===== src/rtl/miriscv_pkg.sv =====
// -----------------------------------------------------------------------------
// miriscv_pkg
// Shared core-wide constants and types.
//   XLEN                 : core data / address width
//   APB_TIMEOUT_DEFAULT  : default bound on APB ACCESS wait cycles
//   apb_bridge_state_e   : state encoding of the data-to-APB bridge
// -----------------------------------------------------------------------------
package miriscv_pkg;

  localparam int XLEN                = 32;
  localparam int APB_TIMEOUT_DEFAULT = 255;

  typedef enum logic [1:0] {
    IDLE   = 2'd0,
    SETUP  = 2'd1,
    ACCESS = 2'd2,
    RESP   = 2'd3
  } apb_bridge_state_e;

endpackage : miriscv_pkg


===== src/rtl/miriscv_data2apb_bridge_if.sv =====
// -----------------------------------------------------------------------------
// miriscv_data2apb_bridge_if
// Bundles the core data-memory port and the APB4 master port of the bridge.
//   slave  modport : the bridge's view (memory slave towards the core,
//                    APB master towards the peripherals)
//   master modport : the environment's view (core + APB peripheral)
// Core side : data_req_i, data_we_i, data_be_i, data_addr_i, data_wdata_i,
//             data_gnt_o, data_rvalid_o, data_rdata_o, data_err_o
// APB side  : paddr_o, psel_o, penable_o, pwrite_o, pwdata_o, pstrb_o,
//             prdata_i, pready_i, pslverr_i
// -----------------------------------------------------------------------------
interface miriscv_data2apb_bridge_if #(
  parameter int XLEN       = miriscv_pkg::XLEN,
  parameter int APB_ADDR_W = 12
);

  // core data-memory interface
  logic                  data_req_i;
  logic                  data_we_i;
  logic [XLEN/8-1:0]     data_be_i;
  logic [XLEN-1:0]       data_addr_i;
  logic [XLEN-1:0]       data_wdata_i;
  logic                  data_gnt_o;
  logic                  data_rvalid_o;
  logic [XLEN-1:0]       data_rdata_o;
  logic                  data_err_o;

  // APB4 bus
  logic [APB_ADDR_W-1:0] paddr_o;
  logic                  psel_o;
  logic                  penable_o;
  logic                  pwrite_o;
  logic [XLEN-1:0]       pwdata_o;
  logic [XLEN/8-1:0]     pstrb_o;
  logic [XLEN-1:0]       prdata_i;
  logic                  pready_i;
  logic                  pslverr_i;

  modport slave (
    input  data_req_i, data_we_i, data_be_i, data_addr_i, data_wdata_i,
    output data_gnt_o, data_rvalid_o, data_rdata_o, data_err_o,
    output paddr_o, psel_o, penable_o, pwrite_o, pwdata_o, pstrb_o,
    input  prdata_i, pready_i, pslverr_i
  );

  modport master (
    output data_req_i, data_we_i, data_be_i, data_addr_i, data_wdata_i,
    input  data_gnt_o, data_rvalid_o, data_rdata_o, data_err_o,
    input  paddr_o, psel_o, penable_o, pwrite_o, pwdata_o, pstrb_o,
    output prdata_i, pready_i, pslverr_i
  );

endinterface : miriscv_data2apb_bridge_if


===== src/rtl/miriscv_data2apb_bridge.sv =====
// -----------------------------------------------------------------------------
// miriscv_data2apb_bridge
// Bridges the core data-memory port to an APB4 bus with full SETUP/ACCESS
// phasing, PREADY wait states, PSLVERR reporting and a bounded-wait timeout.
// Ports:
//   clk_i  : clock
//   arst_i : asynchronous reset, active-high
//   bus    : miriscv_data2apb_bridge_if.slave (core port + APB master port)
// Every core-facing output is decoded from the state register or taken from
// registered fields, so prdata_i/pready_i/pslverr_i never reach the core
// combinationally.
// -----------------------------------------------------------------------------
module miriscv_data2apb_bridge
  import miriscv_pkg::*;
#(
  parameter int              XLEN           = miriscv_pkg::XLEN,
  parameter int              APB_ADDR_W     = 12,
  parameter int              TIMEOUT_CYCLES = APB_TIMEOUT_DEFAULT,
  parameter logic [XLEN-1:0] ERR_RDATA      = 32'hDEAD_BEEF
) (
  input  logic                        clk_i,
  input  logic                        arst_i,
  miriscv_data2apb_bridge_if.slave    bus
);

  // A zero timeout still needs a legal one-bit counter.
  localparam int CNT_W = (TIMEOUT_CYCLES > 0) ? $clog2(TIMEOUT_CYCLES + 1) : 1;

  apb_bridge_state_e     r_state;
  logic [APB_ADDR_W-1:0] r_addr;
  logic                  r_we;
  logic [XLEN/8-1:0]     r_be;
  logic [XLEN-1:0]       r_wdata;
  logic [XLEN-1:0]       r_rdata;
  logic                  r_err;
  logic [CNT_W-1:0]      r_cnt;

  logic                  w_timeout;
  logic                  w_unused;

  // Only the low address bits select an APB register.
  assign w_unused  = ^bus.data_addr_i[XLEN-1:APB_ADDR_W];

  // Abort on the cycle the counter reaches TIMEOUT_CYCLES-1, giving exactly
  // TIMEOUT_CYCLES ACCESS cycles before PSEL drops.
  assign w_timeout = (TIMEOUT_CYCLES != 0) &&
                     (r_cnt == CNT_W'(TIMEOUT_CYCLES - 1));

  // Core-side outputs: gnt only in IDLE so the held request is ignored in RESP.
  assign bus.data_gnt_o    = (r_state == IDLE) & bus.data_req_i;
  assign bus.data_rvalid_o = (r_state == RESP);
  assign bus.data_rdata_o  = r_rdata;
  assign bus.data_err_o    = r_err;

  // APB outputs come straight from state and the latched request, so they
  // stay stable from SETUP through the final ACCESS cycle.
  assign bus.psel_o    = (r_state == SETUP) || (r_state == ACCESS);
  assign bus.penable_o = (r_state == ACCESS);
  assign bus.paddr_o   = r_addr;
  assign bus.pwrite_o  = r_we;
  assign bus.pwdata_o  = r_wdata;
  assign bus.pstrb_o   = r_we ? r_be : '0;   // reads carry no strobes

  // Bridge FSM: request capture, APB phasing, wait/timeout, response.
  always_ff @(posedge clk_i or posedge arst_i) begin
    if (arst_i) begin
      r_state <= IDLE;
      r_addr  <= '0;
      r_we    <= 1'b0;
      r_be    <= '0;
      r_wdata <= '0;
      r_rdata <= '0;
      r_err   <= 1'b0;
      r_cnt   <= '0;
    end else begin
      case (r_state)
        IDLE: begin
          r_cnt <= '0;
          if (bus.data_req_i) begin
            r_addr  <= bus.data_addr_i[APB_ADDR_W-1:0];
            r_we    <= bus.data_we_i;
            r_be    <= bus.data_be_i;
            r_wdata <= bus.data_wdata_i;
            r_state <= SETUP;
          end
        end
        SETUP: begin
          r_state <= ACCESS;
        end
        ACCESS: begin
          r_cnt <= r_cnt + CNT_W'(1);
          if (bus.pready_i) begin
            // Error wins over direction; writes return zero otherwise.
            if (bus.pslverr_i) begin
              r_rdata <= ERR_RDATA;
            end else if (r_we) begin
              r_rdata <= '0;
            end else begin
              r_rdata <= bus.prdata_i;
            end
            r_err   <= bus.pslverr_i;
            r_state <= RESP;
          end else if (w_timeout) begin
            r_rdata <= ERR_RDATA;
            r_err   <= 1'b1;
            r_state <= RESP;
          end
        end
        RESP: begin
          r_cnt   <= '0;
          r_state <= IDLE;
        end
        default: begin
          r_state <= IDLE;
        end
      endcase
    end
  end

endmodule : miriscv_data2apb_bridge


===== src/flat_wrapper.sv =====
// flat-port wrapper written by rule: the top's interface ports become plain ports
module miriscv_data2apb_bridge_flat import miriscv_pkg::*;
#(
  parameter int              XLEN           = miriscv_pkg::XLEN,
  parameter int              APB_ADDR_W     = 12,
  parameter int              TIMEOUT_CYCLES = APB_TIMEOUT_DEFAULT,
  parameter logic [XLEN-1:0] ERR_RDATA      = 32'hDEAD_BEEF
)
  (clk_i, arst_i, bus_data_req_i, bus_data_we_i, bus_data_be_i, bus_data_addr_i, bus_data_wdata_i, bus_data_gnt_o, bus_data_rvalid_o, bus_data_rdata_o, bus_data_err_o, bus_paddr_o, bus_psel_o, bus_penable_o, bus_pwrite_o, bus_pwdata_o, bus_pstrb_o, bus_prdata_i, bus_pready_i, bus_pslverr_i);
  miriscv_data2apb_bridge_if #(.XLEN(XLEN), .APB_ADDR_W(APB_ADDR_W)) bus_i ();
  input  logic clk_i;
  input  logic arst_i;
  input wire logic [$bits(bus_i.data_req_i)-1:0] bus_data_req_i;
  input wire logic [$bits(bus_i.data_we_i)-1:0] bus_data_we_i;
  input wire logic [$bits(bus_i.data_be_i)-1:0] bus_data_be_i;
  input wire logic [$bits(bus_i.data_addr_i)-1:0] bus_data_addr_i;
  input wire logic [$bits(bus_i.data_wdata_i)-1:0] bus_data_wdata_i;
  output wire logic [$bits(bus_i.data_gnt_o)-1:0] bus_data_gnt_o;
  output wire logic [$bits(bus_i.data_rvalid_o)-1:0] bus_data_rvalid_o;
  output wire logic [$bits(bus_i.data_rdata_o)-1:0] bus_data_rdata_o;
  output wire logic [$bits(bus_i.data_err_o)-1:0] bus_data_err_o;
  output wire logic [$bits(bus_i.paddr_o)-1:0] bus_paddr_o;
  output wire logic [$bits(bus_i.psel_o)-1:0] bus_psel_o;
  output wire logic [$bits(bus_i.penable_o)-1:0] bus_penable_o;
  output wire logic [$bits(bus_i.pwrite_o)-1:0] bus_pwrite_o;
  output wire logic [$bits(bus_i.pwdata_o)-1:0] bus_pwdata_o;
  output wire logic [$bits(bus_i.pstrb_o)-1:0] bus_pstrb_o;
  input wire logic [$bits(bus_i.prdata_i)-1:0] bus_prdata_i;
  input wire logic [$bits(bus_i.pready_i)-1:0] bus_pready_i;
  input wire logic [$bits(bus_i.pslverr_i)-1:0] bus_pslverr_i;
  assign bus_i.data_req_i = bus_data_req_i;
  assign bus_i.data_we_i = bus_data_we_i;
  assign bus_i.data_be_i = bus_data_be_i;
  assign bus_i.data_addr_i = bus_data_addr_i;
  assign bus_i.data_wdata_i = bus_data_wdata_i;
  assign bus_data_gnt_o = bus_i.data_gnt_o;
  assign bus_data_rvalid_o = bus_i.data_rvalid_o;
  assign bus_data_rdata_o = bus_i.data_rdata_o;
  assign bus_data_err_o = bus_i.data_err_o;
  assign bus_paddr_o = bus_i.paddr_o;
  assign bus_psel_o = bus_i.psel_o;
  assign bus_penable_o = bus_i.penable_o;
  assign bus_pwrite_o = bus_i.pwrite_o;
  assign bus_pwdata_o = bus_i.pwdata_o;
  assign bus_pstrb_o = bus_i.pstrb_o;
  assign bus_i.prdata_i = bus_prdata_i;
  assign bus_i.pready_i = bus_pready_i;
  assign bus_i.pslverr_i = bus_pslverr_i;
  miriscv_data2apb_bridge #(.XLEN(XLEN), .APB_ADDR_W(APB_ADDR_W), .TIMEOUT_CYCLES(TIMEOUT_CYCLES), .ERR_RDATA(ERR_RDATA)) u_core (.clk_i(clk_i), .arst_i(arst_i), .bus(bus_i));
endmodule

===== config.mk =====
export PLATFORM = sky130hd
export DESIGN_NAME = miriscv_data2apb_bridge_flat
export DESIGN_NICKNAME = d
export VERILOG_FILES = /design/src/rtl/miriscv_pkg.sv /design/src/rtl/miriscv_data2apb_bridge_if.sv /design/src/rtl/miriscv_data2apb_bridge.sv /design/src/flat_wrapper.sv
export SDC_FILE = /design/constraint.sdc
export NUM_CORES = 1
export LEC_CHECK = 0
export ABC_CLOCK_PERIOD_IN_PS = 3680
export CORE_MARGIN = 2
export CORE_UTILIZATION = 37
export DETAILED_ROUTE_END_ITERATION = 10
export PLACE_DENSITY_LB_ADDON = 0.1
export SYNTH_ARGS = -nofsm -noshare
export SYNTH_HDL_FRONTEND = slang
export SYNTH_SLANG_ARGS = --single-unit

===== constraint.sdc =====
create_clock -name clk_i -period 3.68 [get_ports clk_i]
set_input_delay 1.104 -clock clk_i [delete_from_list [all_inputs] [get_ports clk_i]]
set_output_delay 1.104 -clock clk_i [all_outputs]
set_load 0.05 [all_outputs]

==> results.md <==
Cells and area:
- The fill cell instance count of the final layout is just under 900.
- Across the whole layout, storage elements account for between 0.002 and 0.0025 sq mm.
- The number of antenna cells inserted is 0.
- Leaving out fill and tap cells, the most frequent cell in the layout is sky130_fd_sc_hd__clkdlybuf4s50_1.
- The library cells used most frequently in the layout, excluding fill and tap cells, are sky130_fd_sc_hd__clkdlybuf4s50_1 (170), sky130_fd_sc_hd__dfrtp_1 (92), sky130_fd_sc_hd__mux2_2 (50), sky130_fd_sc_hd__nand2b_1 (25), sky130_fd_sc_hd__a2bb2oi_2 (20).
- The layout cell share with drive strength beyond 1 is between 20% and 30%.
- The synthesis-to-finish area growth is 52.3%.
- The area of combinational cells with multiple inputs is about 0.0015 sq mm.
- The post-layout net count is around 560.

Synthesis:
- Counting flops with a built-in enable in the synthesized netlist gives 0.
- In this run the mean area of a mapped cell was 14.4 sq um.
- The Yosys step of the flow raised 0 warnings.
- After synthesis, the largest family of logic cells by area is multiplexers.
- The portion of synthesized area spent on multiplexers is between 10 and 15%.
- In the synthesized netlist, the number of instances is between 200 and 300.
- The leading register cell type out of synthesis is sky130_fd_sc_hd__dfrtp_1.
- The fraction of registers with async set or reset after synthesis is 100%.
- Synthesis inferred 92 register bits.
- After Yosys synthesis, XOR and XNOR cells account for less than 1% of the synthesized area.
- The adder-cell area share of the yosys netlist is 2.23%.
- The number of unique standard cell types used by synthesis is 32.
- The portion of the post-synthesis area used by sequential elements is 58.6%.
- The synthesized netlist devotes 7.55% of its cell area to simple gates.
- The synthesized netlist occupies a cell area of 0.00393 sq mm.
- The compound-cell area share of the yosys netlist is ~13%.
- The net count after synthesis is 386.

Floorplan:
- The boundary pin count is 192.
- The floorplan step set the die width to 107 um.
- The floorplan has 37 rows.
- The floorplan step defined a core boundary enclosing 0.0103 sq mm.
- The die covers around 0.011 sq mm.
- Once the floorplan was initialized, standard cells occupied 38.0% of the core.
- From bottom edge to top edge, the die measures 107 um.

Global routing:
- The global-route usage over all layers is approximately 16%.
- The first global-routing pass estimated 14600 um of wire.
- Entering global routing, the biggest net connects 50 pins.
- The via count of the first global-routing pass was 2913.
- The number of antenna violations at the first check in global routing is 0.
- For this run the aggregate overflow at the end of global routing stands at 0.

STA:
- Summed over all failing endpoints, the final setup total negative slack is 0 ns.
- Derived from the worst setup path, the maximum achievable clock frequency is 318 MHz.
- The slew at the pin closest to its max-slew limit is 0.656 ns.
- The number of pins exceeding their max-slew limit in the final report is 0.
- The final critical path takes up between 80% and 90% of the cycle.
- Hold timing on the final database bottoms out at a slack of around 0.50 ns.
- The max-slew headroom at the worst pin is a little under three fifths.
- Setup repair after global routing left no endpoint under its margin.
- The total count of hold-check failures in the final report is 0.
- Clock skew on the completed layout was measured at approximately 0.011 ns.
- The final count of negative-setup-slack endpoints is 0.
- The final critical delay including setup and external delays is 3.15 ns.

Clock tree:
- Post-CTS repair changed the size of 0 cells.
- The clock buffer count from CTS is 9.
- TritonCTS built the clock tree.
- The deepest clock path buffer count is 2.
- The clock latency at the later pin of the worst-skew pair is ~0.36 ns.
- Clock-pin slew was measured on the worst setup and hold paths at 0.08 ns.
- The number of levels the H-tree was split into is 3.
- The number of sinks handled by clock tree synthesis is 92.
- The total of hold buffers inserted after clock tree synthesis is 0.
- The clock tree root driver cell is sky130_fd_sc_hd__clkbuf_8.
- The number of setup buffers added after CTS is 0.

Setup path:
- The critical path is of the flip-flop to primary output type.
- The setup slack of the worst register-to-register path is 1.77 ns.
- The largest fanout on the critical path is 4.
- The required time of the critical path is 2.58 ns.
- The type of element launching the critical path is a flip-flop.
- The capturing element type of the critical path is a primary output.
- Data arrives at the worst endpoint at a little over 2 ns.

Pwr:
- For this design the ratio of total power to cell area is 1030 mW/mm^2.
- The design draws 6160 uW.
- Across the VDD grid, the largest voltage drop is between 0.5 and 0.6 mV.
- In this run the static leakage power is 0.00245 uW.

Detailed routing:
- The number of violations reported at the end of detailed-routing iteration 0 is 79.
- The first TritonRoute pass finished after 4 iterations.
- In the routed layout, each cell is associated on average with a via count of between 4 and 5.
- Detailed routing inserted a total of 2760 vias.
- Dividing the detail-routed wire length by the instance count gives roughly 16 um.
- For this run, design rule violations remaining after detail routing come to 0.
- Summed over all layers, the routed wires come to 9220 um.
- Once detail routing completed, the nets flagged for antenna violations numbered 0.

Outcome:
- The flow ran to the end, and the final reports show no timing, DRC or antenna violations.

Place:
- Summed over all nets, the half-perimeter wirelength after detailed placement is roughly 6500 um.
- Routability-driven placement finished with a final weighted congestion of roughly 0.74.
- The port buffer count is 171.

Flow run:
- Across the run, the number of max-cap violations was 0.

Min path:
- The worst hold path belongs to the class flip-flop to flip-flop.
==> cell usage after synthesis, types with 2 or more instances <==
cell type,count,area (sq um)
sky130_fd_sc_hd__inv_1,7,26.3
sky130_fd_sc_hd__nor3_1,2,10.0
sky130_fd_sc_hd__ha_1,7,87.6
sky130_fd_sc_hd__buf_1,5,18.8
sky130_fd_sc_hd__buf_6,2,22.5
sky130_fd_sc_hd__nand3_1,3,15.0
sky130_fd_sc_hd__nand2b_1,25,156
sky130_fd_sc_hd__buf_2,2,10.0
sky130_fd_sc_hd__a21oi_1,4,20.0
sky130_fd_sc_hd__clkbuf_1,4,15.0
sky130_fd_sc_hd__o21ai_0,6,30.0
sky130_fd_sc_hd__mux2_2,50,563
sky130_fd_sc_hd__and2_1,4,25.0
sky130_fd_sc_hd__nor2_1,6,22.5
sky130_fd_sc_hd__mux2i_1,2,20.0
sky130_fd_sc_hd__xnor2_1,2,17.5
sky130_fd_sc_hd__nand2_1,6,22.5
sky130_fd_sc_hd__dfrtp_1,92,2300
sky130_fd_sc_hd__a22o_1,8,70.1
sky130_fd_sc_hd__a2bb2oi_1,4,35.0
sky130_fd_sc_hd__buf_12,2,40.0
sky130_fd_sc_hd__a2bb2oi_2,20,300
==> kinds of logic (layout without fill, tap and decap cells) <==
kind of cell,after synthesis,count (layout)
AOI/OAI and AO/OA,46,46
xor gates and xnor gates,2,2
adders and majority gates,7,7
buffers and inverters,22,199
DFF,92,92
muxes,52,52
and+or+nand+nor,52,52
==> layer usage <==
| layer | part of all wire (%) | wire (um) | GRT usage (%) | vias up |
|---|---|---|---|---|
| met1 | 44 | 4040 | 20.6 | 1328 |
| met4 | 2.9 | 268 | 8.63 | 0 |
| li1 | - | - | - | 1307 |
| met5 | 0 | 0 | 0 | - |
| met3 | 6.9 | 632 | 4.56 | 21 |
| met2 | 46 | 4280 | 26.0 | 104 |
==> final timing paths <==
| kind | from | to | cells past startpoint |
|---|---|---|---|
| hold reg to reg | u_core.r_be[0]$_DFFE_PP0P_ | u_core.r_be[0]$_DFFE_PP0P_ | 1 |
| setup / recovery | u_core.r_state[0]$_DFFE_PP0P_ | bus_psel_o | 3 |
| setup reg to reg | u_core.r_state[0]$_DFFE_PP0P_ | u_core.bus.data_err_o$_DFFE_PP0P_ | 6 |
| hold / removal | u_core.r_be[0]$_DFFE_PP0P_ | u_core.r_be[0]$_DFFE_PP0P_ | 1 |
| max in group asynchronous | arst_i | u_core.bus.data_rdata_o[29]$_DFFE_PP0P_ | 3 |
| min in group asynchronous | arst_i | u_core.bus.pwdata_o[1]$_DFFE_PP0P_ | 2 |
==> critical path, cell delays in order (launching register included) <==
cell and delay, ns:
sky130_fd_sc_hd__dfrtp_1 0.41, sky130_fd_sc_hd__inv_1 0.10, sky130_fd_sc_hd__ha_1 0.36, sky130_fd_sc_hd__clkdlybuf4s50_1 0.83
==> state kept, by name, summed over array words and instances (netlist names) <==
signal and cells:
u_core.r_be 4, u_core.bus.pwrite_o 1, u_core.bus.data_err_o 1, u_core.bus.data_rdata_o 32
u_core.r_cnt 8, u_core.r_state 2, u_core.bus.pwdata_o 32, u_core.bus.paddr_o 12
==> through the flow <==
stage          cells  utilization, %  cell area, sq um  worst slack [ns]
3_3_place_gp     571            56.1              5790             0.645
3_5_place_dp     571            56.1              5790             0.638
5_1_grt          586            57.9              5980             0.419
6_report         586            57.9              5980             0.532
2_1_floorplan    273               -              3930             0.184
4_1_cts          586            57.9              5980             0.492
==> power by group <==
group	leakage (uW)	internal, uW	switching, uW
sequential	0.00108	1470	258
clock	0.0000873	310	359
combinational	0.00128	1460	2310
total	0.00245	3240	2920
==> cell type report <==
class,instances,area share (%)
Multi-Input combinational cell,159,25.0
Inverter,7,0.481
Clock buffer,9,2.07
Clock inverter,6,1.11
Sequential cell,92,38.5
Timing Repair Buffer,177,30.0
Tap cell,136,2.85
(Power assumes the default switching activity.)
